==> src/rtl/wave_oscillator.sv <==
// Phase-accumulator oscillator (saw/square/triangle/noise) with a valid/ready sample stream.
// Active configuration is re-latched only at period boundaries so mid-period input changes never glitch.
module wave_oscillator #(
    parameter int DATA_WIDTH  = 16,
    parameter int PHASE_WIDTH = 32,
    parameter int DUTY_WIDTH  = 8
) (
    input  logic                   clk,
    input  logic                   reset_n,
    input  logic [PHASE_WIDTH-1:0] divisor,
    input  logic [DUTY_WIDTH-1:0]  duty,
    input  logic [1:0]             mode,
    input  logic                   enable,
    input  logic                   sync,
    output logic                   tvalid,
    output logic [DATA_WIDTH-1:0]  tdata,
    output logic                   tuser,
    input  logic                   tready
);

    typedef enum logic [1:0] {
        MODE_SAW    = 2'd0,
        MODE_SQUARE = 2'd1,
        MODE_TRI    = 2'd2,
        MODE_NOISE  = 2'd3
    } mode_e;

    localparam logic [31:0]           LFSR_SEED = 32'h0000_0001;
    localparam logic [31:0]           LFSR_TAPS = 32'h8020_0003;
    localparam logic [DATA_WIDTH-1:0] MOST_NEG  = {1'b1, {(DATA_WIDTH-1){1'b0}}};
    localparam logic [DATA_WIDTH-1:0] MOST_POS  = {1'b0, {(DATA_WIDTH-1){1'b1}}};

    logic [PHASE_WIDTH-1:0] acc_q, acc_d;
    logic [31:0]            lfsr_q, lfsr_d;
    logic                   tuser_q, tuser_d;
    logic                   tvalid_q, tvalid_d;
    logic                   sync_pend_q, sync_pend_d;
    logic [PHASE_WIDTH-1:0] div_a_q, div_a_d;
    logic [DUTY_WIDTH-1:0]  duty_a_q, duty_a_d;
    mode_e                  mode_a_q, mode_a_d;

    logic                   xfer;
    logic [PHASE_WIDTH:0]   sum;
    logic                   wrap;
    logic [31:0]            lfsr_step;
    logic                   cfg_load;

    always_comb begin
        xfer      = tvalid_q & tready;
        sum       = {1'b0, acc_q} + {1'b0, div_a_q};
        // A pending sync counts as a period boundary even without a carry.
        wrap      = sync_pend_q | sum[PHASE_WIDTH];
        lfsr_step = (lfsr_q >> 1) ^ (lfsr_q[0] ? LFSR_TAPS : 32'h0);

        acc_d       = acc_q;
        lfsr_d      = lfsr_q;
        tuser_d     = tuser_q;
        div_a_d     = div_a_q;
        duty_a_d    = duty_a_q;
        mode_a_d    = mode_a_q;

        if (xfer) begin
            acc_d   = sync_pend_q ? '0 : sum[PHASE_WIDTH-1:0];
            tuser_d = wrap;
            if (wrap) begin
                lfsr_d = lfsr_step;
            end
        end

        sync_pend_d = (sync_pend_q & ~xfer) | sync;
        tvalid_d    = tvalid_q ? ~(xfer & ~enable) : enable;

        cfg_load = ~tvalid_q | (xfer & wrap);
        if (cfg_load) begin
            div_a_d  = divisor;
            duty_a_d = duty;
            mode_a_d = mode_e'(mode);
        end
    end

    always_ff @(posedge clk) begin
        if (!reset_n) begin
            acc_q       <= '0;
            lfsr_q      <= LFSR_SEED;
            tuser_q     <= 1'b0;
            tvalid_q    <= 1'b0;
            sync_pend_q <= 1'b0;
            div_a_q     <= divisor;
            duty_a_q    <= duty;
            mode_a_q    <= mode_e'(mode);
        end else begin
            acc_q       <= acc_d;
            lfsr_q      <= lfsr_d;
            tuser_q     <= tuser_d;
            tvalid_q    <= tvalid_d;
            sync_pend_q <= sync_pend_d;
            div_a_q     <= div_a_d;
            duty_a_q    <= duty_a_d;
            mode_a_q    <= mode_a_d;
        end
    end

    logic [DATA_WIDTH-1:0] saw_t;
    logic [DATA_WIDTH-1:0] tri_u;
    logic [DATA_WIDTH-1:0] tri_v;
    logic                  unused_bits;

    assign saw_t       = acc_q[PHASE_WIDTH-1 -: DATA_WIDTH];
    assign tri_u       = acc_q[PHASE_WIDTH-2 -: DATA_WIDTH];
    assign tri_v       = acc_q[PHASE_WIDTH-1] ? ~tri_u : tri_u;
    assign unused_bits = ^{acc_q, lfsr_q};

    always_comb begin
        tdata = MOST_NEG;
        case (mode_a_q)
            MODE_SAW:    tdata = saw_t ^ MOST_NEG;
            MODE_SQUARE: tdata = (acc_q[PHASE_WIDTH-1 -: DUTY_WIDTH] < duty_a_q) ? MOST_POS : MOST_NEG;
            MODE_TRI:    tdata = tri_v ^ MOST_NEG;
            MODE_NOISE:  tdata = lfsr_q[DATA_WIDTH-1:0];
            default:     tdata = MOST_NEG;
        endcase
    end

    assign tvalid = tvalid_q;
    assign tuser  = tuser_q;

endmodule

==> config.mk <==
export PLATFORM = sky130hd
export DESIGN_NAME = wave_oscillator
export DESIGN_NICKNAME = d
export VERILOG_FILES = /design/src/rtl/wave_oscillator.sv
export SDC_FILE = /design/constraint.sdc
export NUM_CORES = 1
export LEC_CHECK = 0
export BUFFER_PORTS_ARGS = -buffer_cell sky130_fd_sc_hd__buf_2
export CAP_MARGIN = 20
export CORE_UTILIZATION = 40
export CTS_BUF_LIST = sky130_fd_sc_hd__clkbuf_8
export CTS_CLUSTER_SIZE = 8
export DETAILED_ROUTE_END_ITERATION = 10
export PLACE_DENSITY = 0.67
export RECOVER_POWER = 50
export REMOVE_ABC_BUFFERS = 1
export SLEW_MARGIN = 20
export SYNTH_ARGS = -nofsm -noshare
export SYNTH_HDL_FRONTEND = slang
export SYNTH_SLANG_ARGS = --single-unit
==> constraint.sdc <==
create_clock -name clk -period 11.5 [get_ports clk]
set_clock_uncertainty 0.15 [all_clocks]
set_input_delay 2.3 -clock clk [delete_from_list [all_inputs] [get_ports clk]]
set_output_delay 2.3 -clock clk [all_outputs]
set_load 0.01 [all_outputs]
==> flow_metrics.tcl, run 1 <==
set metrics [dict create \
    finalWorstSetupSlack_ns 6.25 \
    gr-total-overflow 0 \
    whs_path_depth 2 \
    synth_area_leaders "dfxtp_1 22%, edfxtp_1 21%, ha_1 8.0%, nand2_1 5.3%, mux2i_1 4.9%" \
    finalSetupViolations 0 \
    io_pins 65 \
    cp-start-kind "input pin" \
    clockBufferDepth 2 \
    cp.required_ns 11.46 \
    ant_nets 0 \
    synth_ff_type "dfxtp_1" \
    nets 790 \
    dp_slack_ns 6.70 \
    powerDensity_mw_per_mm2 117 \
    hold_path_startpoint "acc_q[9]" \
    io_buffers 64 \
    first_global_vias 4684 \
    synth.cells.most_frequent "86 x nand2_1, 67 x dfxtp_1, 56 x a21oi_1" \
    row_count 44 \
    swShare 0.278 \
    syn_inst 656 \
    slew_headroom -0.0833 \
    violations "design-rule violations, max-capacitance violations, max-slew violations" \
    finalHoldViolCount 0 \
    die_w_um 126 \
    diodes 0 \
    ys_seq_elements 109 \
    grt_pass1_wl_mm 22.0 \
    gp_congestion 0.839 \
    synthArstFlopShare 0 \
    p_clk_frac 0.289 \
    route.detailed.drc 3 \
    min_period_over_period 0.456 \
    worstSetupPathType "in -> reg" \
    drive_gt1_frac 0.123 \
    cts_resized 0 \
    cp_slowest_cell "clkbuf_1" \
    tightest_slew_ns 1.62 \
    hold_class "reg -> reg" \
    fmax_ghz 0.191 \
    r2r-start "div_a_q[0]" \
    yosysSeqAreaShare 0.426 \
    crit_path_start "reset_n" \
    yosysTopAreaCell "dfxtp_1" \
    crit_buf_inv 2 \
    yosys.cell_types.count 58 \
    p_switching_mw 0.220 \
    cts_hold_buf 0 \
    core_sq_mm 0.0147 \
    syn_avg_cell_area_sq_um 9.32 \
    p_int_mw 0.570 \
    cts.sinks 109 \
    initial_utilization 0.416 \
    dr.pass1.iters 8 \
    r2r_cells 10 \
    syn_area_sq_mm 0.00611 \
    die_area_sq_mm 0.0158 \
    comb_power_share 0.164 \
    cts_tree "built" \
    outcome "finished with violations" \
    grt_max_degree 49 \
    avgRoutedWirePerCell_um 15.3 \
    antenna_found_initial 0 \
    cts.clk_slew.worst_paths_ns 0.10 \
    yosysWarningCount 0 \
    wirelength_mm 13.6 \
    synth_edf_count 42 \
    path_cells "clkbuf_1 > nand4_1 > buf_4" \
    cp.depth 3 \
    max_stage_delay_ns 1.15 \
    synth_most_common_cell "nand2_1" \
    yosysTopAreaCellShare 0.219 \
    critPathArrivalTime_ns 5.21 \
    drtIter0Drc 323 \
    crit_family "buffers and inverters" \
    vias 4814 \
    layout_min_cycle_time_ns 5.25 \
    die_h_um 126 \
    cts-root-buf "clkbuf_8" \
    post-cts-setup-buffer-count 0 \
    grtUsageTotal 0.177 \
    h-tree-depth 3 \
    drv_slew 73 \
    place_hpwl_mm 10.1 \
    ir_drop_uv 67.5 \
    finalSetupTns_ns 0 \
    leakage_nw 2.82 \
    clock_latency_ns 0.39 \
    ff2ff_setup_slack_ns 7.41 \
    cap_violations 2 \
    critPathMaxFanout 40 \
    via_per_inst 5.40 \
    p_seq_frac 0.547 \
    crit_path_end_kind "flip-flop" \
    syn2layout_area_growth_pct 10.1 \
    grt_setup_unrepaired "no" \
    numCtsBuffers 9 \
]
[state kept, by name, summed over array words and instances (netlist names)]
signal	count
div_a_q	32
duty_a_q	8
tvalid	1
acc_q	32
tuser	1
mode_a_q	2
lfsr_q	32
sync_pend_q	1
[cell type report]
| cell class | instances | area, sq um |
|---|---|---|
| Clock buffer | 9 | 124 |
| Clock inverter | 7 | 58.8 |
| Fill cell | 1396 | 7970 |
| Inverter | 23 | 86.3 |
| Multi-Input combinational cell | 492 | 3280 |
| Sequential cell | 109 | 2600 |
| Tap cell | 184 | 230 |
| Timing Repair Buffer | 68 | 349 |
[logic make-up (layout without fill, tap and decap cells)]
family / after synthesis / after routing / synth area share
compound gates: 186 / 186 / 0.195
xor+xnor: 43 / 43 / 0.0616
fa+ha+maj: 40 / 40 / 0.0831
buf+inv: 55 / 107 / 0.0375
flops: 109 / 109 / 0.426
mux: 30 / 30 / 0.0491
simple gates: 193 / 193 / 0.148
[layer usage]
metal	vias up	track usage	part of all wire
li1	2446	-	-
met1	2257	0.225	0.48
met4	0	0.0983	0.023
met2	88	0.290	0.46
met3	23	0.0246	0.032
met5	-	0	0
[through the flow]
stage                     instances  utilization  cell area [sq um]  total power [mW]  hold slack (ns)
after floorplan                 624            -               5970             0.526            0.285
after global placement          875        0.445               6540             0.565            0.298
after detailed placement        876        0.446               6550             0.570            0.305
after CTS                       892        0.458               6740             0.796            0.320
after global routing            892        0.458               6730             0.826            0.349
final                           892        0.458               6730             0.790            0.319
[placed cells by master (no fill, tap or decap), types with 4 or more instances in the layout]
cell type / Yosys / layout
a211oi_1: 5 / 5
a21o_1: 19 / 19
a21oi_1: 56 / 56
a22o_1: 5 / 5
a22oi_1: 12 / 12
buf_2: 0 / 60
clkbuf_1: 28 / 4
clkbuf_8: 0 / 9
dfxtp_1: 67 / 67
edfxtp_1: 42 / 42
ha_1: 39 / 39
inv_1: 22 / 25
mux2i_1: 30 / 30
nand2_1: 86 / 87
nand3_1: 25 / 25
nor2_1: 31 / 31
nor2b_1: 7 / 7
nor3b_1: 17 / 17
o21ai_0: 31 / 33
o21ai_1: 17 / 15
o21bai_1: 5 / 5
or3_1: 6 / 6
xnor2_1: 27 / 27
xor2_1: 16 / 16
[worst reg2reg max path, delay by kind of cell (launching register included)]
| family | cells | cell delay [ns] |
|---|---|---|
| AO/OA/AOI/OAI | 6 | 1.30 |
| adder cells (fa/ha/maj) | 2 | 0.66 |
| AND/OR/NAND/NOR | 1 | 0.72 |
| buffers and inverters | 1 | 0.59 |
| flip-flops | 1 | 0.39 |
[power by group through the flow]
stage / clock network [mW] / registers (mW) / logic (mW)
global placement: 0 / 0.440 / 0.124
global route: 0.248 / 0.434 / 0.144
floorplan: 0 / 0.438 / 0.0886
finish: 0.228 / 0.432 / 0.130
detailed placement: 0 / 0.441 / 0.129
CTS: 0.234 / 0.432 / 0.130
[path summary, 6_finish.rpt]
check	end
worst max-delay path	div_a_q[23]
worst min-delay path	acc_q[9]
worst max register to register	div_a_q[23]
worst min register to register	acc_q[9]
(Power assumes the default switching activity.)
==> inputs of run 2 (changes only) <==
PLACE_DENSITY = 0.69   (was 0.67)
clock period = 4.3 ns   (was 11.5 ns; I/O delays follow)
==> run 2 against run 1 <==
Effect of this change: the flow still finishes with violations (design-rule violations, max-capacitance violations, max-slew violations); die area is the same; combinational power rose to 2.7 times the previous value; power rose to 2.8 times the previous value; register-to-register slack lost 6.8 ns; critical path depth rose by 6; count of clock-buffer cells in the layout is the same; utilization rose by 0.27 points; sequential cell count is the same; first-iteration DRC count down 22%; setup slack got worse by 5.8 ns; non-clock buffer count rose by 5.
==> flow_metrics.tcl, run 2 (synthesis gave the netlist of run 1 again) <==
set metrics [dict create \
    grt_max_degree 41 \
    io_buffers 64 \
    gr-total-overflow 0 \
    nFillCells 1409 \
    layout_min_cycle_time_ns 3.81 \
    cts-root-buf "clkbuf_8" \
    placed_area_sq_mm 0.00659 \
    drtIter0Drc 252 \
    diodes 0 \
    avgRoutedWirePerCell_um 15.2 \
    slew_headroom -0.109 \
    path_cells "ha_1 > a21o_1 > a21o_1 > a21o_1 > a21o_1 > a21o_1 > a211o_1 > and3_1 > buf_2" \
    outcome "finished with violations" \
    cts.sinks 109 \
    finalSetupViolations 0 \
    fmax_ghz 0.262 \
    ir_drop_uv 187 \
    cts_hold_buf 0 \
    dr.pass1.iters 8 \
    cap_violations 1 \
    cts_tree "built" \
    place_hpwl_mm 10.1 \
    final_cell_area_sq_mm 0.00677 \
    critPathArrivalTime_ns 2.80 \
    multi_input_area_sq_mm 0.00327 \
    swShare 0.273 \
    p_int_mw 1.59 \
    initial_utilization 0.416 \
    finalHoldViolCount 0 \
    utilization 0.461 \
    finalWorstSetupSlack_ns 0.487 \
    syn2layout_area_growth_pct 10.7 \
    route.detailed.drc 3 \
    max_stage_delay_ns 0.50 \
    hold_class "reg -> reg" \
    grt_pass1_wl_mm 22.5 \
    comb_power_share 0.160 \
    ant_nets 0 \
    drive_gt1_frac 0.125 \
    grt_setup_unrepaired "no" \
    cts_resized 0 \
    die_h_um 126 \
    gp_congestion 0.905 \
    crit_path_end_kind "output pin" \
    area.sequential_sq_mm 0.00260 \
    crit_family "compound AO/OA/AOI/OAI gates" \
    core_sq_mm 0.0147 \
    worstSetupPathType "reg -> out" \
    row_count 44 \
    most-common-layout-cells "86 x nand2_1, 67 x dfxtp_1, 59 x buf_2, 58 x a21oi_1, 42 x edfxtp_1" \
    cts.clk_slew.worst_paths_ns 0.10 \
    critPathMaxFanout 16 \
    cp_slowest_cell "a211o_1" \
    layout_commonest_cell "nand2_1" \
    via_per_inst 5.41 \
    die_w_um 126 \
    powerDensity_mw_per_mm2 323 \
    drv_slew 41 \
    numPlacedInstances 881 \
    leakage_nw 2.85 \
    clockBufferDepth 2 \
    p_switching_mw 0.597 \
    cp-start-kind "flip-flop" \
    fin_hold_ws_ns 0.313 \
    grtUsageTotal 0.179 \
    reg.largest.list "acc_q: 32 flops, div_a_q: 32 flops, lfsr_q: 32 flops" \
    p_clk_frac 0.313 \
    violations "design-rule violations, max-capacitance violations, max-slew violations" \
    first_global_vias 4721 \
    post-cts-setup-buffer-count 0 \
    crit_buf_inv 1 \
    wirelength_mm 13.6 \
    numCtsBuffers 9 \
    io_pins 65 \
    p_seq_frac 0.526 \
    tightest_slew_ns 1.66 \
    final_cells 897 \
    finalSetupTns_ns 0 \
    min_period_over_period 0.887 \
    antenna_found_initial 0 \
    clock_latency_ns 0.40 \
    cp.required_ns 3.29 \
    worst_path_most_repeated_cell "a21o_1" \
    die_area_sq_mm 0.0158 \
    nets 795 \
    h-tree-depth 3 \
    power.total_mw 2.19 \
    dp_slack_ns 0.949 \
    vias 4853 \
]
## run 2: worst min-delay path, cell delays in order (launching register included)
cell and delay, ns:
dfxtp_1 0.32, nand2_1 0.05, a21oi_1 0.05
## run 2: worst paths after layout
kind                                  from        end  slack (ns)  depth (start not counted)
worst max-delay path             acc_q[25]  tdata[15]        0.49                          9
worst min register to register   acc_q[11]  acc_q[11]        0.31                          2
worst min-delay path             acc_q[11]  acc_q[11]        0.31                          2
worst max register to register  div_a_q[0]  lfsr_q[1]        0.57                         11
## run 2: power groups by stage
stage | Combinational, mW | Sequential (mW) | Clock (mW)
global route | 0.390 | 1.16 | 0.741
global placement | 0.341 | 1.17 | 0
CTS | 0.352 | 1.15 | 0.702
floorplan | 0.237 | 1.17 | 0
detailed placement | 0.350 | 1.18 | 0
finish | 0.351 | 1.15 | 0.685
## run 2: layout make-up
class                           count  share of cell area
Tap cell                          184              0.0340
Clock buffer                        9              0.0183
Multi-Input combinational cell    492               0.482
Sequential cell                   109               0.384
Timing Repair Buffer               73              0.0549
Clock inverter                      7              0.0131
Inverter                           23              0.0128
## run 2: per-layer routing
metal	global-route usage	vias to the layer above	wire length (um)
met5	0	-	0
met4	0.0710	0	280
met3	0.0306	21	493
met2	0.295	101	6320
met1	0.234	2270	6550
li1	-	2461	-
